--- src/rtl/reg_xfer_ctrl.sv ---
// reg_xfer_ctrl: register-transfer sequencer for the CPU register file.
// It accepts one (src, dst) request per transfer on a valid/ready handshake.
// It reads the source by strobing oe[src] and captures the value in a holding
// latch. It then writes the latch into the destination with a one-hot ld strobe.
// Sequence: IDLE -> READ -> WRITE -> IDLE, one transfer per three cycles.
// Optional build macro XFER_FLAGS_EN adds registered N/Z flag outputs
// (flag_n, flag_z) derived from the captured value.
module reg_xfer_ctrl #(
    parameter int WIDTH = 8,
    parameter int NREG  = 4,
    parameter int SELW  = 2
) (
    input  logic                    clk,
    input  logic                    rst_n,
    input  logic                    req_valid,
    output logic                    req_ready,
    input  logic [SELW-1:0]         req_src,
    input  logic [SELW-1:0]         req_dst,
    input  logic [NREG*WIDTH-1:0]   rd_data,
    output logic [NREG-1:0]         oe,
    output logic [NREG-1:0]         ld,
    output logic [WIDTH-1:0]        ld_data,
    output logic                    done,
    output logic                    err
`ifdef XFER_FLAGS_EN
    ,
    output logic                    flag_n,
    output logic                    flag_z
`endif
);

    typedef enum logic [1:0] {
        ST_IDLE  = 2'd0,
        ST_READ  = 2'd1,
        ST_WRITE = 2'd2
    } state_t;

    // NREG widened by one bit so an all-ones index still compares correctly
    localparam logic [SELW:0] NREG_W = (SELW+1)'(NREG);

    // True when the index addresses an attached register
    function automatic logic idx_legal(input logic [SELW-1:0] idx);
        return ({1'b0, idx} < NREG_W);
    endfunction

    // One-hot decode of a register index
    function automatic logic [NREG-1:0] one_hot(input logic [SELW-1:0] idx);
        logic [NREG-1:0] vec;
        for (int i = 0; i < NREG; i++) begin
            if (idx == SELW'(i)) vec[i] = 1'b1;
            else                 vec[i] = 1'b0;
        end
        return vec;
    endfunction

    // Select one register's data word from the packed read bus
    function automatic logic [WIDTH-1:0] select_reg(input logic [NREG*WIDTH-1:0] bus,
                                                    input logic [SELW-1:0]       idx);
        logic [WIDTH-1:0] val;
        val = {WIDTH{1'b0}};
        for (int i = 0; i < NREG; i++) begin
            if (idx == SELW'(i)) val = bus[i*WIDTH +: WIDTH];
            else                 val = val;
        end
        return val;
    endfunction

    state_t            state_r,  state_nxt_s;
    logic [SELW-1:0]   src_r,    src_nxt_s;
    logic [SELW-1:0]   dst_r,    dst_nxt_s;
    logic [NREG-1:0]   oe_r,     oe_nxt_s;
    logic [NREG-1:0]   ld_r,     ld_nxt_s;
    logic              done_r,   done_nxt_s;
    logic              err_r,    err_nxt_s;
    logic [WIDTH-1:0]  latch_r,  latch_nxt_s;
    logic [WIDTH-1:0]  capture_s;
`ifdef XFER_FLAGS_EN
    logic              flag_n_r, flag_n_nxt_s;
    logic              flag_z_r, flag_z_nxt_s;
`endif

    assign capture_s = select_reg(rd_data, src_r);

    // Next-state and next-output decode; every registered output is computed here
    always_comb begin
        state_nxt_s = state_r;
        src_nxt_s   = src_r;
        dst_nxt_s   = dst_r;
        oe_nxt_s    = {NREG{1'b0}};
        ld_nxt_s    = {NREG{1'b0}};
        done_nxt_s  = 1'b0;
        err_nxt_s   = 1'b0;
        latch_nxt_s = latch_r;
`ifdef XFER_FLAGS_EN
        flag_n_nxt_s = flag_n_r;
        flag_z_nxt_s = flag_z_r;
`endif
        case (state_r)
            ST_IDLE: begin
                if (req_valid) begin
                    src_nxt_s = req_src;
                    dst_nxt_s = req_dst;
                    if (idx_legal(req_src) && idx_legal(req_dst)) begin
                        state_nxt_s = ST_READ;
                        oe_nxt_s    = one_hot(req_src);
                    end else begin
                        err_nxt_s   = 1'b1;
                    end
                end else begin
                    state_nxt_s = ST_IDLE;
                end
            end
            ST_READ: begin
                // Source is driving rd_data this cycle; capture and queue the load
                latch_nxt_s = capture_s;
                ld_nxt_s    = one_hot(dst_r);
                done_nxt_s  = 1'b1;
                state_nxt_s = ST_WRITE;
`ifdef XFER_FLAGS_EN
                flag_n_nxt_s = capture_s[WIDTH-1];
                flag_z_nxt_s = (capture_s == {WIDTH{1'b0}});
`endif
            end
            ST_WRITE: begin
                state_nxt_s = ST_IDLE;
            end
            default: begin
                state_nxt_s = ST_IDLE;
            end
        endcase
    end

    // State and registered-output flops; reset abandons any transfer in flight
    always_ff @(posedge clk or negedge rst_n) begin
        if (!rst_n) begin
            state_r  <= ST_IDLE;
            src_r    <= {SELW{1'b0}};
            dst_r    <= {SELW{1'b0}};
            oe_r     <= {NREG{1'b0}};
            ld_r     <= {NREG{1'b0}};
            done_r   <= 1'b0;
            err_r    <= 1'b0;
            latch_r  <= {WIDTH{1'b0}};
`ifdef XFER_FLAGS_EN
            flag_n_r <= 1'b0;
            flag_z_r <= 1'b0;
`endif
        end else begin
            state_r  <= state_nxt_s;
            src_r    <= src_nxt_s;
            dst_r    <= dst_nxt_s;
            oe_r     <= oe_nxt_s;
            ld_r     <= ld_nxt_s;
            done_r   <= done_nxt_s;
            err_r    <= err_nxt_s;
            latch_r  <= latch_nxt_s;
`ifdef XFER_FLAGS_EN
            flag_n_r <= flag_n_nxt_s;
            flag_z_r <= flag_z_nxt_s;
`endif
        end
    end

    assign req_ready = (state_r == ST_IDLE);
    assign oe        = oe_r;
    assign ld        = ld_r;
    assign ld_data   = latch_r;
    assign done      = done_r;
    assign err       = err_r;
`ifdef XFER_FLAGS_EN
    assign flag_n    = flag_n_r;
    assign flag_z    = flag_z_r;
`endif

endmodule

--- config.mk ---
export PLATFORM = sky130hd
export DESIGN_NAME = reg_xfer_ctrl
export DESIGN_NICKNAME = d
export VERILOG_FILES = /design/src/rtl/reg_xfer_ctrl.sv
export SDC_FILE = /design/constraint.sdc
export NUM_CORES = 1
export LEC_CHECK = 0
export BUFFER_PORTS_ARGS = -buffer_cell sky130_fd_sc_hd__buf_2
export CORE_ASPECT_RATIO = 1.1
export CORE_MARGIN = 2
export CORE_UTILIZATION = 38
export CTS_CLUSTER_SIZE = 10
export DETAILED_ROUTE_END_ITERATION = 16
export HOLD_SLACK_MARGIN = 0.12
export PLACE_DENSITY = 0.74
export SLEW_MARGIN = 10
export SYNTH_ARGS = -nofsm -noshare
export SYNTH_HDL_FRONTEND = slang
export SYNTH_SLANG_ARGS = --single-unit
--- constraint.sdc ---
create_clock -name clk -period 1.3 [get_ports clk]
set_input_delay 0.195 -clock clk [delete_from_list [all_inputs] [get_ports clk]]
set_output_delay 0.195 -clock clk [all_outputs]
set_load 0.02 [all_outputs]
## Yosys cells after proc, flatten, opt, wreduce, memory -nomap -nowiden

Cells that the tools add are included.

- Reductions and logical operators: 5
- Equality and inequality tests: 10
- Multiplexer cells: 18

Operators with widths:

| kind | number |
|---|---|
| 8-bit 2-to-1 mux | 4 |
| 2-bit equality test (second input constant) | 6 |
| 4-bit 2-to-1 mux | 3 |
| 1-bit 2-to-1 mux | 10 |
| 2-bit by 1-bit equality test with 1-bit output (second input constant) | 4 |
| 2-bit logical NOT | 4 |
| 2-bit one-hot mux with 2 select lines | 1 |
| 2-bit AND reduction | 1 |

- Word-level logic and storage cells: 40
- Output and inout bits: 19
- Register bits after elaboration: 23

## Depth between registers and ports, before layout

Gate-level depths: netlist (run 1).

- Depth after elaboration: 5
- Mapped depth: 3
- Gate-level depth less buffers: 2

## Least setup slack after synthesis (run 1)

OpenSTA, ideal clock, no wires.

- Kind: register to register
- From: reg state_r[1]
- To: reg latch_r[3], in the netlist ld_data[3]
- Data arrival time: 1.251 ns
- Setup slack: -0.076 ns
- Library setup time: 0.125 ns
- Required time: 1.175 ns
- Clock period less this slack: 1.376 ns
- Path buffers: 1
- Cell stages (with the launch flop): 4
- Path through: dfrtp_1 nor2b_1 buf_4 mux2_2

- Cells in the longest elaborated chain, start to end: 1

RTL lines:

| item | line | RTL |
|---|---|---|
| start: declaration | 68 | `state_t state_r, state_nxt_s;` |
| start signal: assignment | 149 | `state_r <= state_nxt_s;` |
| 2-bit by 1-bit equality test with 1-bit output | 98 | `case (state_r)` |
| end signal: assignment | 143 | `latch_r <= {WIDTH{1'b0}};` |
| end signal: assignment | 156 | `latch_r <= latch_nxt_s;` |
| end: declaration | 75 | `logic [WIDTH-1:0] latch_r, latch_nxt_s;` |

No other way between the ends.
A chain may end at the register's enable or synchronous reset.

## Worst setup path after layout (run 1)

- From: reg src_r[0]
- To: reg latch_r[5], in the netlist ld_data[5]

- Cells in the longest elaborated chain, start to end: 5

RTL lines:

| item | line | RTL |
|---|---|---|
| start: declaration | 69 | `logic [SELW-1:0] src_r, src_nxt_s;` |
| start signal: assignment | 137 | `src_r <= {SELW{1'b0}};` |
| start signal: assignment | 150 | `src_r <= src_nxt_s;` |
| 2-bit logical NOT | 62 | `if (idx == SELW'(i)) val = bus[i*WIDTH +: WIDTH];` |
| 8-bit 2-to-1 mux (3 in series) | 62 |  |
| 8-bit 2-to-1 mux * | 62 |  |

Every way passes the cells marked *; elsewhere a longest branch is shown, timed or not.

==> flow_metrics.env, run 1 <==
export IMPL_rsz0062_at_grt="yes"
export IMPL_routedWlPerCell_um=12.9
export IMPL_vias_per_cell=4.82
export IMPL_num_io_pins=58
export IMPL_hold_class="in -> reg"
export IMPL_critPathMaxFanout=9
export IMPL_regArea_um2=551
export IMPL_violations="negative setup slack"
export IMPL_clk_latency_ns=0.30
export IMPL_run_status="complete, but fails checks"
export IMPL_multiInputGateArea_um2=443
export IMPL_clk_pin_slew_ns=0.13
export IMPL_tritoncts="done"
export IMPL_p_total_uw=2490
export IMPL_die_area_um2=3030
export IMPL_hold_depth=2
export IMPL_layout_commonest_cell="buf_2"
export IMPL_place_congestion=0.673
export IMPL_min_from="req_dst[0]"
export IMPL_critPathArrivalTime_ns=1.61
export IMPL_yosysSeqAreaShare_pct=55.7
export IMPL_synth_fp_nets=97
export IMPL_grt_pass1_vias=780
export IMPL_r2r_start="src_r[0]$_DFFE_PN0P_"
export IMPL_fmax_mhz=705
export IMPL_leakagePower_uw=0.000765
export IMPL_whs_endpoint="dst_r[0]$_DFFE_PN0P_"
export IMPL_area_delta_synth_final_pct=47.2
export IMPL_final_util_pct=58.3
export IMPL_ir_drop_v=0.00124
export IMPL_synth_cell_types=14
export IMPL_hold_viol=0
export IMPL_ant_nets=0
export IMPL_dieWidth_um=52.6
export IMPL_maxCapViolations=0
export IMPL_grt_usage_pct=14.1
export IMPL_synth_seq_cells=22
export IMPL_numPortBuffers=56
export IMPL_syn_avg_cell_area_um2=17.0
export IMPL_nets=163
export IMPL_grt_max_degree=23
export IMPL_drc=0
export IMPL_drtIter0Drc=7
export IMPL_die_y_um=57.5
export IMPL_synthCells=58
export IMPL_final_cell_mix="buf_2 (56), dfrtp_1 (22), mux4_2 (8), mux2_4 (8)"
export IMPL_antenna_found_initial=0
export IMPL_layout_setup_ws_ns=-0.119
export IMPL_clkSinkCount=22
export IMPL_required_ns=1.49
export IMPL_clock_path_buffers=2
export IMPL_htree_num_levels=1
export IMPL_grt_remaining_overflow=0
export IMPL_initial_core_util_pct=39.6
export IMPL_fp_row_count=19
export IMPL_p_per_area_nw_per_um2=1710
export IMPL_yosys_warnings=0
export IMPL_drv_slew=0
export IMPL_crit_path_end_kind="flip-flop"
export IMPL_design_core_area_um2=2500
export IMPL_drive_gt1_share_pct=70.7
export IMPL_r2r_end="ld_data[5]$_DFFE_PN0P_"
export IMPL_cts_buffers_inserted=3
export IMPL_startpoint_type="flip-flop"
export IMPL_place_area_um2=1330
export IMPL_drtPass1Iterations=2
export IMPL_ff2ff_path_depth=3
export IMPL_final_cell_area_um2=1460
export IMPL_fin_hold_ws_ns=0.136
export IMPL_n_antenna_cell=0
export IMPL_wl_um=1990
export IMPL_dpl_hpwl_um=1520
export IMPL_worstSetupPathType="reg -> reg"
export IMPL_grt_pass1_wl_um=3130
export IMPL_fin_crit_ns=1.42
export IMPL_rrSetupSlack_ns=-0.12
export IMPL_netlist_area_um2=988
export IMPL_fillers=223
export IMPL_detailroute_via_count=742
export IMPL_finalSetupViolations=8
export IMPL_cts_root_buffer="clkbuf_4"
export IMPL_finalCritPeriodShare_pct=109
export IMPL_fin_skew_ns=0.00734
cell families after synthesis:
kind of cell	share of synthesized area [%]
muxes	32.3
and+or+nand+nor	8.61
other	0.379
DFF	55.7
buffers and inverters	3.04
routing by layer:
layer / track usage (%) / up-vias / share of wire (%)
met1: 17.2 / 357 / 40
met3: 2.62 / 2 / 7.0
met4: 5.49 / 0 / 1.0
li1: - / 346 / -
met5: 0 / - / 0
met2: 24.3 / 37 / 52
synth_stat cells:
library cell	n	area, um2
conb_1	1	3.75
dfrtp_1	22	551
nor3b_2	1	12.5
buf_6	1	11.3
nor2_1	1	3.75
clkbuf_1	1	3.75
mux2_4	1	15.0
and3_1	2	12.5
mux2_2	11	124
nor3b_1	2	15.0
buf_4	2	15.0
and3b_1	4	35.0
mux4_2	8	180
nor2b_1	1	6.26
critical path, stage by stage (launching register included):
cell and delay [ns]:
dfrtp_1 0.39, buf_12 0.15, mux4_2 0.50, mux2_4 0.27
per-stage QoR:
step | worst slack (ns) | cells | TNS [ns]
4_1_cts | -0.129 | 153 | -0.822
3_3_place_gp | -0.0750 | 145 | -0.549
3_5_place_dp | -0.0994 | 145 | -0.653
6_report | -0.119 | 154 | -0.805
5_1_grt | -0.168 | 154 | -1.30
2_1_floorplan | -0.0379 | 58 | -0.299
repair_timing:
item / CTS / global route
hold buffers: 4 / 0
hold endpoints to repair: 24 / 0
pin swaps: 0 / 1
setup buffers: 0 / 1
setup endpoints to repair: 8 / 13
gates resized for setup: 3 / 4
power breakdown:
part	internal, uW	leakage [uW]	switching [uW]
logic	555	0.000462	424
clock network	311	0.0000279	202
registers	867	0.000276	136
flip-flops by register name, summed over array words and instances, names as in the netlist:
register  cells
ld            4
src_r         2
dst_r         2
state_r       2
oe            4
ld_data       8
how the worst max path moves through the flow:
stage                                         to                 start  slack, ns
after detailed placement  ld_data[5]$_DFFE_PN0P_  src_r[0]$_DFFE_PN0P_       -0.1
after CTS                 ld_data[5]$_DFFE_PN0P_  src_r[0]$_DFFE_PN0P_      -0.13
after global routing      ld_data[5]$_DFFE_PN0P_  src_r[0]$_DFFE_PN0P_      -0.17
after floorplan           ld_data[2]$_DFFE_PN0P_  src_r[0]$_DFFE_PN0P_      -0.04
final                     ld_data[5]$_DFFE_PN0P_  src_r[0]$_DFFE_PN0P_      -0.12
after global placement    ld_data[5]$_DFFE_PN0P_  src_r[0]$_DFFE_PN0P_      -0.07
final cells by class:
type | count | share of cell area [%]
repair buffers | 65 | 25.5
well taps | 31 | 2.67
clock inverters | 1 | 2.06
multi-input cells | 32 | 30.4
flip-flops and latches | 22 | 37.8
clock buffers | 3 | 1.55
Note: power is estimated with default switching activity, not from simulation.
==> inputs of run 2 (changes only) <==
--- a/config.mk
+++ b/config.mk
@@ -17,3 +17,4 @@
 export SYNTH_ARGS = -nofsm -noshare
 export SYNTH_HDL_FRONTEND = slang
 export SYNTH_SLANG_ARGS = --single-unit
+export TNS_END_PERCENT = 50
==> run 2 against run 1 <==
  * The flow still finishes with violations (negative setup slack)
  * Final cell count down 0.65%
  * Power about the same
  * Sequential share of layout area rose by 0.065 points
  * Die area stayed put
  * Worst setup slack got worse by 0.0022 ns
  * Register-to-register slack about the same
  * Core utilization down 0.10 points
  * Combinational power hardly changed
  * Critical path depth stayed put
  * Via count is 0.13% higher
==> flow_metrics.env, run 2 (same netlist as run 1, synthesis figures left out) <==
export IMPL_run_status="complete, but fails checks"
export IMPL_violations="negative setup slack"
export IMPL_n_antenna_cell=0
export IMPL_finalSetupViolations=8
export IMPL_hold_class="in -> reg"
export IMPL_crit_path_end_kind="flip-flop"
export IMPL_clk_latency_ns=0.30
export IMPL_rsz0062_at_grt="yes"
export IMPL_design_core_area_um2=2500
export IMPL_clk_pin_slew_ns=0.13
export IMPL_min_from="req_dst[0]"
export IMPL_path_cells="buf_12 > mux4_2 > mux2_4"
export IMPL_clock_path_buffers=2
export IMPL_finalCritPeriodShare_pct=109
export IMPL_ir_drop_v=0.00124
export IMPL_layout_setup_ws_ns=-0.121
export IMPL_grt_usage_pct=14.1
export IMPL_fin_hold_ws_ns=0.136
export IMPL_initial_core_util_pct=39.6
export IMPL_drv_slew=0
export IMPL_grt_pass1_vias=780
export IMPL_clkSinkCount=22
export IMPL_power_share_clock_pct=20.7
export IMPL_drive_gt1_share_pct=71.3
export IMPL_whs_endpoint="dst_r[0]$_DFFE_PN0P_"
export IMPL_fin_cells=153
export IMPL_fmax_mhz=704
export IMPL_dp_cells=145
export IMPL_vias_per_cell=4.86
export IMPL_layout_commonest_cell="buf_2"
export IMPL_wl_um=2040
export IMPL_grt_pass1_wl_um=3130
export IMPL_maxCapViolations=0
export IMPL_p_per_area_nw_per_um2=1720
export IMPL_hold_viol=0
export IMPL_p_sw_uw=764
export IMPL_power_share_switching_pct=30.6
export IMPL_cts_root_buffer="clkbuf_4"
export IMPL_num_io_pins=58
export IMPL_detailroute_via_count=743
export IMPL_hold_depth=2
export IMPL_place_congestion=0.673
export IMPL_pwr_share_comb_pct=39.1
export IMPL_fin_skew_ns=0.00868
export IMPL_fillers=221
export IMPL_leakagePower_uw=0.000762
export IMPL_antenna_found_initial=0
export IMPL_cts_buffers_inserted=3
export IMPL_drtPass1Iterations=2
export IMPL_critPathMaxFanout=9
export IMPL_fp_row_count=19
export IMPL_die_area_um2=3030
export IMPL_drtIter0Drc=4
export IMPL_nets=162
export IMPL_largest_reg_flops=8
export IMPL_internal_power_uw=1730
export IMPL_required_ns=1.49
export IMPL_r2r_start="src_r[0]$_DFFE_PN0P_"
export IMPL_startpoint_type="flip-flop"
export IMPL_tritoncts="done"
export IMPL_critPathArrivalTime_ns=1.62
export IMPL_worstSetupPathType="reg -> reg"
export IMPL_ff2ff_path_depth=3
export IMPL_grt_max_degree=23
export IMPL_grt_remaining_overflow=0
export IMPL_final_cell_mix="buf_2 (56), dfrtp_1 (22), mux4_2 (8), mux2_4 (8)"
export IMPL_rrSetupSlack_ns=-0.12
export IMPL_drc=0
export IMPL_slowest_stage="mux4_2"
export IMPL_area_delta_synth_final_pct=47.0
export IMPL_dpl_hpwl_um=1520
export IMPL_dieWidth_um=52.6
export IMPL_die_y_um=57.5
export IMPL_numPortBuffers=56
export IMPL_fin_crit_ns=1.42
export IMPL_post_cts_setup_buffers=0
export IMPL_p_seq_share_pct=40.2
export IMPL_ant_nets=0
export IMPL_max_stage_delay_ns=0.50
export IMPL_htree_num_levels=1
export IMPL_routedWlPerCell_um=13.3
export IMPL_r2r_end="ld_data[5]$_DFFE_PN0P_"
[run 2: cell count changes in the layout (fill, tap and decap cells not counted)]
cell and change:
nor3b_1 -1, nor3b_2 +1, buf_4 -1
[run 2: routing by layer]
metal | up-vias | wire length, um | GRT usage [%]
met4 | 0 | 20 | 5.49
met1 | 359 | 792 | 17.2
met5 | - | 0 | 0
met3 | 2 | 139 | 2.62
met2 | 37 | 1090 | 24.3
li1 | 345 | - | -
[run 2: power groups by stage]
stage          sequential (uW)  clock [uW]  combinational [uW]
2_1_floorplan             1160           0                 432
3_3_place_gp              1000           0                 880
3_5_place_dp              1010           0                 897
4_1_cts                   1000         526                 937
5_1_grt                   1040         553                1040
6_report                  1000         516                 976
[run 2: what timing repair did]
action                                  4_1_cts  5_1_grt
endpoints found under the hold margin        24        0
gates cloned                                  0        0
endpoints found under the setup margin        8       13
pin swaps                                     0        0
resized for setup                             3        5
hold buffers                                  4        0
[run 2: critical path, delay by kind of cell, from the launching register on]
family   cells  cell delay (ns)
buf+inv      1             0.15
mux          2             0.77
flops        1             0.39
[run 2: how the worst max path moves through the flow]
| stage | to | start | slack, ns | depth (start not counted) |
|---|---|---|---|---|
| after global routing | ld_data[5]$_DFFE_PN0P_ | src_r[0]$_DFFE_PN0P_ | -0.17 | 3 |
| after global placement | ld_data[5]$_DFFE_PN0P_ | src_r[0]$_DFFE_PN0P_ | -0.07 | 3 |
| after CTS | ld_data[5]$_DFFE_PN0P_ | src_r[0]$_DFFE_PN0P_ | -0.13 | 3 |
| final | ld_data[5]$_DFFE_PN0P_ | src_r[0]$_DFFE_PN0P_ | -0.12 | 3 |
| after detailed placement | ld_data[5]$_DFFE_PN0P_ | src_r[0]$_DFFE_PN0P_ | -0.1 | 3 |
| after floorplan | ld_data[2]$_DFFE_PN0P_ | src_r[0]$_DFFE_PN0P_ | -0.04 | 3 |
[run 2: metrics by stage]
step | area [um2] | util, % | TNS (ns) | total power, uW | setup slack (ns)
4_1_cts | 1430 | 57.4 | -0.822 | 2470 | -0.129
3_5_place_dp | 1330 | 53.2 | -0.653 | 1910 | -0.0994
6_report | 1450 | 58.2 | -0.817 | 2490 | -0.121
5_1_grt | 1450 | 58.2 | -1.28 | 2630 | -0.168
3_3_place_gp | 1330 | 53.2 | -0.549 | 1880 | -0.0750
2_1_floorplan | 997 | - | -0.299 | 1590 | -0.0379
[run 2: layout make-up]
class	count	area (um2)	area share (%)
multi-input cells	32	448	30.8
clock buffers	3	22.5	1.55
flip-flops and latches	22	551	37.9
well taps	31	38.8	2.67
repair buffers	64	363	25.0
clock inverters	1	30.0	2.07
==> inputs of run 3 (changes only) <==
--- a/config.mk
+++ b/config.mk
@@ -5,14 +5,14 @@
 export SDC_FILE = /design/constraint.sdc
 export NUM_CORES = 1
 export LEC_CHECK = 0
+export ABC_AREA = 1
 export BUFFER_PORTS_ARGS = -buffer_cell sky130_fd_sc_hd__buf_2
 export CORE_ASPECT_RATIO = 1.1
 export CORE_MARGIN = 2
-export CORE_UTILIZATION = 38
+export CORE_UTILIZATION = 39
 export CTS_CLUSTER_SIZE = 10
 export DETAILED_ROUTE_END_ITERATION = 16
-export HOLD_SLACK_MARGIN = 0.12
-export PLACE_DENSITY = 0.74
+export PLACE_DENSITY = 0.75
 export SLEW_MARGIN = 10
 export SYNTH_ARGS = -nofsm -noshare
 export SYNTH_HDL_FRONTEND = slang
==> run 3 against run 2 <==
  * The flow now finishes without violations
  * Register-to-register slack improved by 0.28 ns
  * Power shrank 5.4%
  * Clock skew decreased by 0.0044 ns
  * Routed wire length increased by 24%
  * Critical path depth decreased by 1
  * Clock power is 2% lower
  * First-iteration DRC count grew to 7.0 times the previous value
  * Via count is 44% higher
  * Critical path type is now reg -> out
  * Largest cell class unchanged
  * Largest power group unchanged
==> flow_metrics.env, run 3 <==
export IMPL_synthArstFlopShare_pct=100
export IMPL_place_congestion=0.731
export IMPL_dieWidth_um=53.2
export IMPL_yosys_most_used_dff="dfrtp_1"
export IMPL_final_cell_mix="buf_2 (56), nand2_1 (38), dfrtp_1 (21), nor2_1 (18), nand3_1 (16)"
export IMPL_clk_latency_ns=0.30
export IMPL_ant_nets=0
export IMPL_grt_usage_pct=17.4
export IMPL_grt_remaining_overflow=0
export IMPL_fillers=228
export IMPL_critPathArrivalTime_ns=1.04
export IMPL_synthCells=130
export IMPL_run_status="finished, final reports clean"
export IMPL_synth_fp_nets=169
export IMPL_die_y_um=58.1
export IMPL_fin_cells=218
export IMPL_setup_tns_ns=0
export IMPL_netlist_area_um2=1040
export IMPL_fmax_mhz=808
export IMPL_fin_skew_ns=0.00427
export IMPL_cts_buffers_inserted=3
export IMPL_drtPass1Iterations=4
export IMPL_startpoint="state_r[0]$_DFF_PN0_"
export IMPL_synth_seq_cells=22
export IMPL_synth_edf_count=0
export IMPL_syn_avg_cell_area_um2=7.99
export IMPL_n_antenna_cell=0
export IMPL_htree_num_levels=1
export IMPL_initial_core_util_pct=41.2
export IMPL_dp_cells=213
export IMPL_yosysSeqAreaShare_pct=53.0
export IMPL_required_ns=1.11
export IMPL_grt_max_degree=23
export IMPL_rrSetupSlack_ns=0.16
export IMPL_drive_gt1_share_pct=35.8
export IMPL_grt_pass1_wl_um=4030
export IMPL_vias_per_cell=4.91
export IMPL_wl_um=2520
export IMPL_startpoint_type="flip-flop"
export IMPL_drtIter0Drc=28
export IMPL_die_area_um2=3090
export IMPL_fin_crit_ns=1.24
export IMPL_ff2ff_path_depth=6
export IMPL_clk_pin_slew_ns=0.12
export IMPL_ys_top_cells_by_area="dfrtp_1 (53%), nand2_1 (14%), nand3_1 (7.7%), nor2_1 (6.5%), o21ai_0 (5.3%)"
export IMPL_fp_row_count=19
export IMPL_maxCapViolations=0
export IMPL_p_per_area_nw_per_um2=1690
export IMPL_fin_hold_ws_ns=0.0663
export IMPL_drv_slew=0
export IMPL_ir_drop_v=0.000981
export IMPL_nets=227
export IMPL_multiInputGateArea_um2=408
export IMPL_clkSinkCount=22
export IMPL_finalCritPeriodShare_pct=95.2
export IMPL_tritoncts="done"
export IMPL_cts_root_buffer="clkbuf_4"
export IMPL_layout_commonest_cell="buf_2"
export IMPL_r2r_start="state_r[1]$_DFF_PN0_"
export IMPL_crit_path_end_kind="output port"
export IMPL_synth_cell_types=16
export IMPL_worstSetupPathType="reg -> out"
export IMPL_finalSetupViolations=0
export IMPL_grt_pass1_vias=1074
export IMPL_area_delta_synth_final_pct=34.7
export IMPL_crit_end="req_ready"
export IMPL_synth_top_area_share_pct=53.0
export IMPL_post_cts_setup_buffers=0
export IMPL_yosys_warnings=0
export IMPL_rsz0062_at_grt="no"
export IMPL_synth_most_common_cell="nand2_1"
export IMPL_detailroute_via_count=1071
export IMPL_regArea_um2=552
export IMPL_largest_reg_flops=8
export IMPL_dpl_hpwl_um=1990
export IMPL_r2r_end="ld_data[6]$_DFFE_PN0P_"
export IMPL_leakagePower_uw=0.000805
export IMPL_antenna_found_initial=0
export IMPL_routedWlPerCell_um=11.6
export IMPL_yosysTopAreaCell="dfrtp_1"
export IMPL_numPortBuffers=56
export IMPL_num_io_pins=58
export IMPL_hold_viol=0
export IMPL_drc=0
export IMPL_hold_class="in -> reg"
export IMPL_yosys_top_cells_count="nand2_1 (38), dfrtp_1 (22), nor2_1 (18)"
export IMPL_critPathMaxFanout=2
export IMPL_design_core_area_um2=2520
export IMPL_clock_path_buffers=2
[run 3: cell types whose count changed in the layout (fill, tap and decap cells not counted), sizes merged, moves of 3 or more]
cell,previous run,this run
nor3,0,6
nand2,0,39
o21ai,0,12
inv,0,8
nand3,0,16
and3b,4,0
mux4,8,0
nor3b,3,0
mux2,12,0
nor2,1,20
dlygate4sd3,4,1
[run 3: kinds of logic (layout without fill, tap and decap cells)]
group | after synthesis | count (layout) | share of synthesized area, %
AOI/OAI and AO/OA | 12 | 12 | 5.78
buffers and inverters | 14 | 71 | 7.71
DFF | 22 | 22 | 53.0
other | 1 | 1 | 0.361
and+or+nand+nor | 81 | 81 | 33.1
[run 3: worst min path at each step]
| stage | startpoint | end | slack (ns) | cells after the start |
|---|---|---|---|---|
| after floorplan | rst_n | dst_r[0]$_DFFE_PN0P_ | -0.10 | 0 |
| after global placement | rst_n | oe[2]$_DFF_PN0_ | 0.17 | 1 |
| after detailed placement | rst_n | oe[2]$_DFF_PN0_ | 0.18 | 1 |
| after CTS | req_src[0] | oe[2]$_DFF_PN0_ | 0.05 | 2 |
| after global routing | req_src[0] | oe[0]$_DFF_PN0_ | 0.06 | 2 |
| final | req_src[0] | oe[2]$_DFF_PN0_ | 0.07 | 2 |
[run 3: cell type report]
cell class              count  area share [%]
clock inverters             1            2.15
clock buffers               3            1.61
repair buffers             59            22.7
well taps                  31            2.77
inverters                   8            2.15
flip-flops and latches     22            39.4
multi-input cells          94            29.2
[run 3: per-stage QoR]
stage / util (%) / area, um2 / worst slack (ns) / power, uW
floorplan: - / 1040 / 0.143 / 1570
global placement: 53.0 / 1340 / 0.110 / 1840
detailed placement: 53.0 / 1340 / 0.0389 / 1860
CTS: 55.5 / 1400 / 0.00773 / 2380
global route: 55.5 / 1400 / 0.00163 / 2520
finish: 55.5 / 1400 / 0.0620 / 2360
[run 3: metal layers]
| layer | part of all wire (%) | track usage (%) | up-vias | routed length (um) |
|---|---|---|---|---|
| li1 | - | - | 523 | - |
| met1 | 40 | 17.7 | 482 | 1010 |
| met2 | 49 | 32.8 | 62 | 1240 |
| met3 | 8.6 | 2.32 | 4 | 218 |
| met4 | 2.2 | 9.89 | 0 | 55 |
| met5 | 0 | 0 | - | 0 |
[run 3: worst max-delay path, cell delays in order (launching register included)]
cell,delay [ns]
dfrtp_1,0.41
nor2_2,0.15
buf_2,0.18
[run 3: report_power, final]
group / internal, uW / switching, uW / leakage, uW
registers: 854 / 107 / 0.000284
clock network: 311 / 197 / 0.0000279
logic: 317 / 571 / 0.000493
[run 3: what timing repair did]
item,4_1_cts,5_1_grt
hold buffers,1,0
setup endpoints to repair,0,8
hold endpoints to repair,22,0
gates resized for setup,0,1
